**config.mk**
```make
export PLATFORM = sky130hd
export DESIGN_NAME = xor_output_layer
export DESIGN_NICKNAME = d
export VERILOG_FILES = /design/src/rtl/xor_nn_pkg.sv /design/src/rtl/xor_output_layer_act.sv /design/src/rtl/xor_output_layer.sv
export SDC_FILE = /design/constraint.sdc
export NUM_CORES = 1
export LEC_CHECK = 0
export BUFFER_PORTS_ARGS = -buffer_cell sky130_fd_sc_hd__buf_2
export CAP_MARGIN = 30
export CORE_ASPECT_RATIO = 1.75
export CORE_MARGIN = 2
export CORE_UTILIZATION = 40
export CTS_CLUSTER_SIZE = 20
export DETAILED_ROUTE_END_ITERATION = 8
export PLACE_DENSITY = 0.64
export SETUP_SLACK_MARGIN = 0.1
export SLEW_MARGIN = 5
export SYNTH_ARGS = -nofsm -noshare
export SYNTH_HDL_FRONTEND = slang
export SYNTH_SLANG_ARGS = --single-unit
```
**constraint.sdc**
```tcl
create_clock -name clk -period 6.32 [get_ports clk]
set_input_delay 0.316 -clock clk [delete_from_list [all_inputs] [get_ports clk]]
set_output_delay 0.316 -clock clk [all_outputs]
set_load 0.1 [all_outputs]
```
**src/rtl/xor_nn_pkg.sv**
```systemverilog
// Shared constants and types for the XOR network output layer.
// Q4.4 fixed point throughout: W=8 total bits, FRAC=4 fractional bits.
package xor_nn_pkg;

    localparam int W     = 8;
    localparam int FRAC  = 4;
    localparam int N_IN  = 2;
    localparam int ACC_W = 16;
    localparam int IDX_W = (N_IN > 1) ? $clog2(N_IN) : 1;

    // Output-layer weights, indexed by hidden activation number
    localparam logic signed [W-1:0] OUT_W [N_IN] = '{8'sd20, -8'sd22};

    // Output-layer bias
    localparam logic signed [W-1:0] OUT_B = -8'sd3;

    // Saturation limits for the accumulator-to-W narrowing
    localparam logic signed [ACC_W-1:0] SAT_HI = ACC_W'((2 ** (W - 1)) - 1);
    localparam logic signed [ACC_W-1:0] SAT_LO = ACC_W'(-(2 ** (W - 1)));

    typedef enum logic [2:0] {
        S_IDLE = 3'd0,
        S_MAC  = 3'd1,
        S_BIAS = 3'd2,
        S_ACT  = 3'd3,
        S_DONE = 3'd4
    } out_state_t;

endpackage

```
**src/rtl/xor_output_layer_act.sv**
```systemverilog
// Combinational narrow + hard-sigmoid for the output neuron.
// Build option: OUT_LAYER_SAT_EN selects saturating narrowing of the
// accumulator; when undefined the low W bits are kept (two's-complement wrap),
// matching the hidden-layer arithmetic.
module out_layer_act
    import xor_nn_pkg::*;
(
    input  logic signed [ACC_W-1:0] i_acc,
    output logic signed [W-1:0]     o_y
);

    localparam logic signed [W+1:0] ACT_OFS = (W + 2)'(8);
    localparam logic signed [W+1:0] ACT_TOP = (W + 2)'(16);

    logic signed [W-1:0] w_z;
    logic signed [W+1:0] w_zx;
    logic signed [W+1:0] w_sum;

    // Narrow the accumulator to W bits, then y = clamp((z >>> 2) + 8, 0, 16)
    always_comb begin
        w_z   = W'(i_acc);
`ifdef OUT_LAYER_SAT_EN
        if (i_acc > SAT_HI) begin
            w_z = W'(SAT_HI);
        end else if (i_acc < SAT_LO) begin
            w_z = W'(SAT_LO);
        end else begin
            w_z = W'(i_acc);
        end
`endif
        // Sign-extend before the shift so the floor shift stays arithmetic
        w_zx  = {{2{w_z[W-1]}}, w_z};
        w_sum = (w_zx >>> 2) + ACT_OFS;
        if (w_sum < (W + 2)'(0)) begin
            o_y = '0;
        end else if (w_sum > ACT_TOP) begin
            o_y = W'(ACT_TOP);
        end else begin
            o_y = W'(w_sum);
        end
    end

endmodule

```
**src/rtl/xor_output_layer.sv**
```systemverilog
// XOR network output neuron: latches hidden activations on req, runs a
// one-term-per-cycle MAC against the weight ROM, adds the bias and applies
// the hard sigmoid, then answers over a 4-phase req/ack handshake.
// Build option: OUT_LAYER_SAT_EN (see out_layer_act) changes only the
// narrowing arithmetic; timing is identical in both builds.
module xor_output_layer
    import xor_nn_pkg::*;
(
    input  logic                   clk,
    input  logic                   rst,
    input  logic                   req,
    input  logic [N_IN*W-1:0]      a_in,
    output logic                   ack,
    output logic signed [W-1:0]    y,
    output logic                   busy
);

    out_state_t                r_state;
    logic signed [W-1:0]       r_a [N_IN];
    logic signed [ACC_W-1:0]   r_acc;
    logic [IDX_W-1:0]          r_idx;
    logic                      r_ack;
    logic signed [W-1:0]       r_y;
    logic                      r_busy;

    logic signed [2*W-1:0]     w_a_ext;
    logic signed [2*W-1:0]     w_w_ext;
    logic signed [2*W-1:0]     w_prod;
    logic signed [ACC_W-1:0]   w_term;
    logic signed [ACC_W-1:0]   w_bias;
    logic signed [W-1:0]       w_y;
    logic signed [W-1:0]       w_a_sel;
    logic signed [W-1:0]       w_w_sel;

    // Current MAC term: full-width signed product, floor-shifted back to Q4.4
    always_comb begin
        w_a_sel = r_a[r_idx];
        w_w_sel = OUT_W[r_idx];
        w_a_ext = {{W{w_a_sel[W-1]}}, w_a_sel};
        w_w_ext = {{W{w_w_sel[W-1]}}, w_w_sel};
        w_prod  = w_a_ext * w_w_ext;
        w_term  = ACC_W'(w_prod >>> FRAC);
        w_bias  = {{(ACC_W - W){OUT_B[W-1]}}, OUT_B};
    end

    out_layer_act u_act (
        .i_acc (r_acc),
        .o_y   (w_y)
    );

    // Handshake FSM with activation latch, accumulator and registered outputs
    always_ff @(posedge clk) begin
        if (rst) begin
            r_state <= S_IDLE;
            r_acc   <= '0;
            r_idx   <= '0;
            r_ack   <= 1'b0;
            r_y     <= '0;
            r_busy  <= 1'b0;
            for (int i = 0; i < N_IN; i++) begin
                r_a[i] <= '0;
            end
        end else begin
            case (r_state)
                S_IDLE: begin
                    if (req) begin
                        for (int i = 0; i < N_IN; i++) begin
                            r_a[i] <= a_in[i*W +: W];
                        end
                        r_acc   <= '0;
                        r_idx   <= '0;
                        r_busy  <= 1'b1;
                        r_state <= S_MAC;
                    end
                end
                S_MAC: begin
                    r_acc <= r_acc + w_term;
                    r_idx <= r_idx + IDX_W'(1);
                    if (r_idx == IDX_W'(N_IN - 1)) begin
                        r_state <= S_BIAS;
                    end
                end
                S_BIAS: begin
                    r_acc   <= r_acc + w_bias;
                    r_state <= S_ACT;
                end
                S_ACT: begin
                    r_y     <= w_y;
                    r_ack   <= 1'b1;
                    r_state <= S_DONE;
                end
                S_DONE: begin
                    if (!req) begin
                        r_ack   <= 1'b0;
                        r_busy  <= 1'b0;
                        r_state <= S_IDLE;
                    end
                end
                default: begin
                    r_ack   <= 1'b0;
                    r_busy  <= 1'b0;
                    r_state <= S_IDLE;
                end
            endcase
        end
    end

    assign ack  = r_ack;
    assign y    = r_y;
    assign busy = r_busy;

endmodule

```
# Word-level counts from Yosys, hierarchy flattened
# Memories as Yosys holds them, arrays and structs flattened. A register that Yosys moved wholly into a read port is not among the register bits.
# Cells that the tools add are included.
dict set report totals {
  memories 1
  output_inout_bits 10
  regBits 30
  ramBits 16
}
dict set report op_classes {
  n_addsub 4
  n_mul 1
  bitwise_logic 5
  magnitude_cmp 3
  eq_ne 7
  muxes 27
  reduce_logical 10
}
# name words width read_ports rd_clocked_by_memory_dff wr line_no
set memory_table {}
lappend memory_table {r_a 2 8 1 1 2 xor_output_layer.sv:19} ;# logic signed [W-1:0] r_a [N_IN];
# cell count
set ops {}
lappend ops {{8-bit two-way mux} 7}
lappend ops {{16-bit one-hot mux with 3 select lines} 1}
lappend ops {{16-bit by 12-bit adder with 16-bit output} 1}
lappend ops {{16-bit by 3-bit adder with 16-bit output, second input constant} 1}
lappend ops {{8-bit by 8-bit multiplier with 16-bit output} 1}
lappend ops {{16-bit two-way mux} 1}
lappend ops {{3-bit one-hot mux with 5 select lines} 1}
lappend ops {{1-bit two-way mux} 11}
lappend ops {{10-bit by 6-bit greater-than comparator with 1-bit output, second input constant} 1}
lappend ops {{10-bit by 1-bit less-than comparator with 1-bit output, second input constant} 1}
lappend ops {{3-bit two-way mux} 3}
lappend ops {{6-bit by 5-bit adder with 7-bit output, second input constant} 1}
lappend ops {{3-bit by 2-bit == test with 1-bit output, second input constant} 2}
lappend ops {{2-bit inequality test, second input constant} 3}
lappend ops {{1-bit one-hot mux with 3 select lines} 2}
lappend ops {{2-bit AND reduction} 3}
lappend ops {{3-bit AND reduction} 2}
lappend ops {{3-bit OR reduction} 2}
lappend ops {{3-bit by 1-bit == test with 1-bit output, second input constant} 1}
lappend ops {{3-bit == test, second input constant} 1}
lappend ops {{3-bit zero test} 1}
lappend ops {{3-bit nonzero test} 1}
lappend ops {{2-bit greater-or-equal comparator, second input constant} 1}
lappend ops {{1-bit NOT} 2}
lappend ops {{5 further kinds} 6}

# Longest topological paths before layout
dict set report logic_depth {
  word_depth 7
  ltp_mapped 26
  mapped_depth_nobuf 25
}

# Hierarchy
# Synthesis repeated with hierarchy kept, for this count alone.
dict set report unflattened {
  hier_cells 507
  hier_area_um2 4446.8
}
# mod seq_area_each_um2 cells_each area_per_inst_um2 n_inst
set by_module_without_submodules {}
lappend by_module_without_submodules {xor_output_layer 1101.1 492 4342.9 1}
lappend by_module_without_submodules {out_layer_act 0.0 15 103.8 1}

# Worst setup path before layout
# No wires, ideal clock.
dict set report synth_path {
  path_type {reg2reg}
  startpoint {register with a tool-made name}
  endpoint {register r_acc[7]}
  path_stages_with_launch 26
  t_arrival_ns 5.406
  setup_ns 0.093
  path_slack_ns 0.821
  required_time_ns 6.227
  path_buffers 1
  cell_sequence {dfxtp_1 buf_2 mux2i_1 xor2_1 nor2_1 ha_1 inv_1 fa_1 inv_1 fa_1 inv_1 fa_1 inv_1 ha_1 o21ai_1 nor2_1 o21a_1 nor2_1 xor2_1 nand2_1 ha_1 o21a_1 or2_2 a311oi_1 nand4_1 o311ai_2}
}
# element line_no
set synth_lines {}
lappend synth_lines {{to (signal assigned)} xor_output_layer.sv:77} ;# r_acc <= r_acc + w_term;
lappend synth_lines {{to (signal assigned)} xor_output_layer.sv:84} ;# r_acc <= r_acc + w_bias;
lappend synth_lines {{to (decl)} xor_output_layer.sv:20} ;# logic signed [ACC_W-1:0] r_acc;

==> out/results.ini <==
[outcome]
status=completed

[logic_synthesis]
synth_ff_type=dfxtp_1
syn-cell-area_um2=3220
postSynth.asyncResetShare=0
synth_cell_types=47
yosysSeqAreaShare=0.280
yosys_warnings=0
synth_edf_count=16
syn_avg_cell_area_um2=9.35
ys_seq_elements=37
synth_cells=344

[power]
switching_share=0.419
p_sw_mw=0.570
p_seq_frac=0.241
pwr-share-comb=0.579
clock_power_share=0.180
total_power_mw=1.36
p_int_mw=0.790
p_leak_nw=1.73
peakVddDrop_mv=0.278
p_per_area_nw_per_um2=378

[setup_path]
cp-start-kind=register
cp_data_arrival_time_ps=5980
worst-path-stages=24
crit_buf_inv=5
worst_path_most_repeated_cell=inv_1
crit_type=reg -> reg
cp.required_ps=6510
end_kind=register
crit_slowest_cell=fa_1
r2r.worst_path.cells=24
critPathMaxFanout=7
critical-path-top-delay-family=adder cells
cpPeakStageDelay_ps=530
path_cells=buf_4, mux2i_1, nand2b_1, o21ai_0, ha_1, inv_1, fa_1, inv_1, fa_1, inv_1, fa_1, inv_1, ha_1, a21oi_1, o21bai_1, a21oi_1, xor2_1, nand2_1, ha_1, o21a_1, or2_2, a311oi_2, nand4_1, o311ai_2

[floorplan]
start_util=0.410
die_area_um2=8810
rows=43
core_area_um2=7860
die_w_um=71.8
ios=29
die_y_um=123

[timing]
rsz0062_at_grt=false
finalClockSkew_ps=4.52
period_minus_slack_ps=5790
max_freq_mhz=173
timing.final.crit_share=0.915
tns_ps=0
setup_viol=0
holdWs_ps=309
worst_slack_ps=535
worst_pin_slew_ps=653
hold_violations=0
relSlewSlack=0.564
slew_violations=0

[clocking]
cts_hold_buf=0
cts.clk_slew.worst_paths_ps=60
clock_latency_ps=280
numCtsBuffers=5
clockBufferDepth=2
htree_levels=2
post_cts_buffers=0
cts_resized=0
root_buffer=clkbuf_16
cts.sinks=37
cts_tree=done

[hold_path]
whs_path_depth=2
hold_path_class=in -> reg

[grt]
antenna_found_initial=0
grt_pass1_vias=2311
grt_usage=0.147
grt-ovfl-total=0
grt_max_degree=25
grt_pass1_wl_um=10100

[placed_design]
place_area_um2=3440
dp_hpwl_um=4930
dp_cells=452
port_buffers=26
pre_cts_slack_ps=497
finalWeightedCongestion=0.803

[detailed_routing]
drc=0
via_per_inst=5.10
routed_wirelength_um=6030
ant_nets=0
drtPass1Iterations=5
drtIter0Drc=53
wl_per_cell_um=13.1
num_vias=2347

[final_layout]
synthToLayoutAreaGrowth_pct=11.7
fin_area_um2=3600
multi_input_area_um2=2110
utilization=0.458
layoutNonFillerInstCount=460
nets=445
seqCellArea_um2=901
drive_gt1_frac=0.116
diodes=0
fillers=769

[flow_run]
maxCapViolCount=0

[cells in the mapped netlist (3+ instances only)]
library cell   n  area share
nand2b_1      10       0.019
clkbuf_1      12       0.014
nor2_1        36       0.042
dfxtp_1       21        0.13
nand2_1       12       0.014
nor3_1         6      0.0093
o21bai_1       3      0.0070
a21oi_1       16       0.025
inv_1         42       0.049
a22oi_1        9       0.021
o21ai_0        9       0.014
a211oi_1       3      0.0070
o21ai_1        4      0.0062
and2_1        21       0.041
or2_1          4      0.0078
a21o_1         6       0.014
xor2_1         7       0.019
ha_1          36        0.14
fa_1          21        0.13
xnor2_1        8       0.022
edfxtp_1      16        0.15
mux2i_1        8       0.025
[final timing paths]
path | slack, ps | from | end
max | 530 | register | r_acc[7]
min | 310 | a_in[0] | r_a[0][0]
max reg2reg | 530 | register | r_acc[7]
min reg2reg | 450 | ack | ack
[final cells by class]
type,count,share of cell area
Clock inverter,2,0.00244
Timing Repair Buffer,31,0.0459
Multi-Input combinational cell,251,0.586
Tap cell,90,0.0313
Clock buffer,6,0.0386
Sequential cell,37,0.251
Inverter,43,0.0449
[kinds of logic (layout without fill, tap and decap cells)]
family                   after synthesis  in the layout  share of synthesized area
AND/OR/NAND/NOR                      100            100                      0.157
AO/OA/AOI/OAI                         64             64                      0.132
buffers and inverters                 59             82                     0.0715
adder cells (fa/ha/maj)               57             57                      0.271
flip-flops                            37             37                      0.280
XOR/XNOR                              18             18                     0.0626
multiplexers                           8              8                     0.0249
other                                  1              4                    0.00117
[power groups by stage]
| stage | Combinational (mW) | Clock (mW) | Sequential, mW |
|---|---|---|---|
| after CTS | 0.786 | 0.253 | 0.326 |
| after global placement | 0.767 | 0 | 0.329 |
| final | 0.787 | 0.245 | 0.327 |
| after detailed placement | 0.776 | 0 | 0.330 |
| after floorplan | 0.618 | 0 | 0.324 |
| after global routing | 0.887 | 0.262 | 0.332 |
[registers in the layout, summed over array words and instances (netlist names), named ones only]
signal and cells:
r_acc 8, r_idx 1, y 6, ack 1, busy 1, r_state 3
r_a 16
[layer usage]
layer	track usage	share of wire	routed length, µm	up-vias
li1	-	-	-	1209
met1	0.158	0.40	2420	1099
met2	0.276	0.56	3360	31
met3	0.0181	0.017	100	8
met4	0.0731	0.024	147	0
met5	0	0	0	-
[cell usage in the layout, fill, tap and decap left out, drive strengths merged, types with 8 or more instances in the layout]
| cell | Yosys | routed |
|---|---|---|
| a22oi | 9 | 9 |
| mux2i | 8 | 8 |
| a21oi | 16 | 16 |
| inv | 43 | 43 |
| edfxtp | 16 | 16 |
| xnor2 | 8 | 8 |
| nand2 | 12 | 12 |
| o21ai | 13 | 13 |
| ha | 36 | 36 |
| fa | 21 | 21 |
| dfxtp | 21 | 21 |
| buf | 4 | 31 |
| nand2b | 10 | 10 |
| nor2 | 36 | 36 |
| and2 | 21 | 21 |
Note: power is estimated with default switching activity, not from simulation.
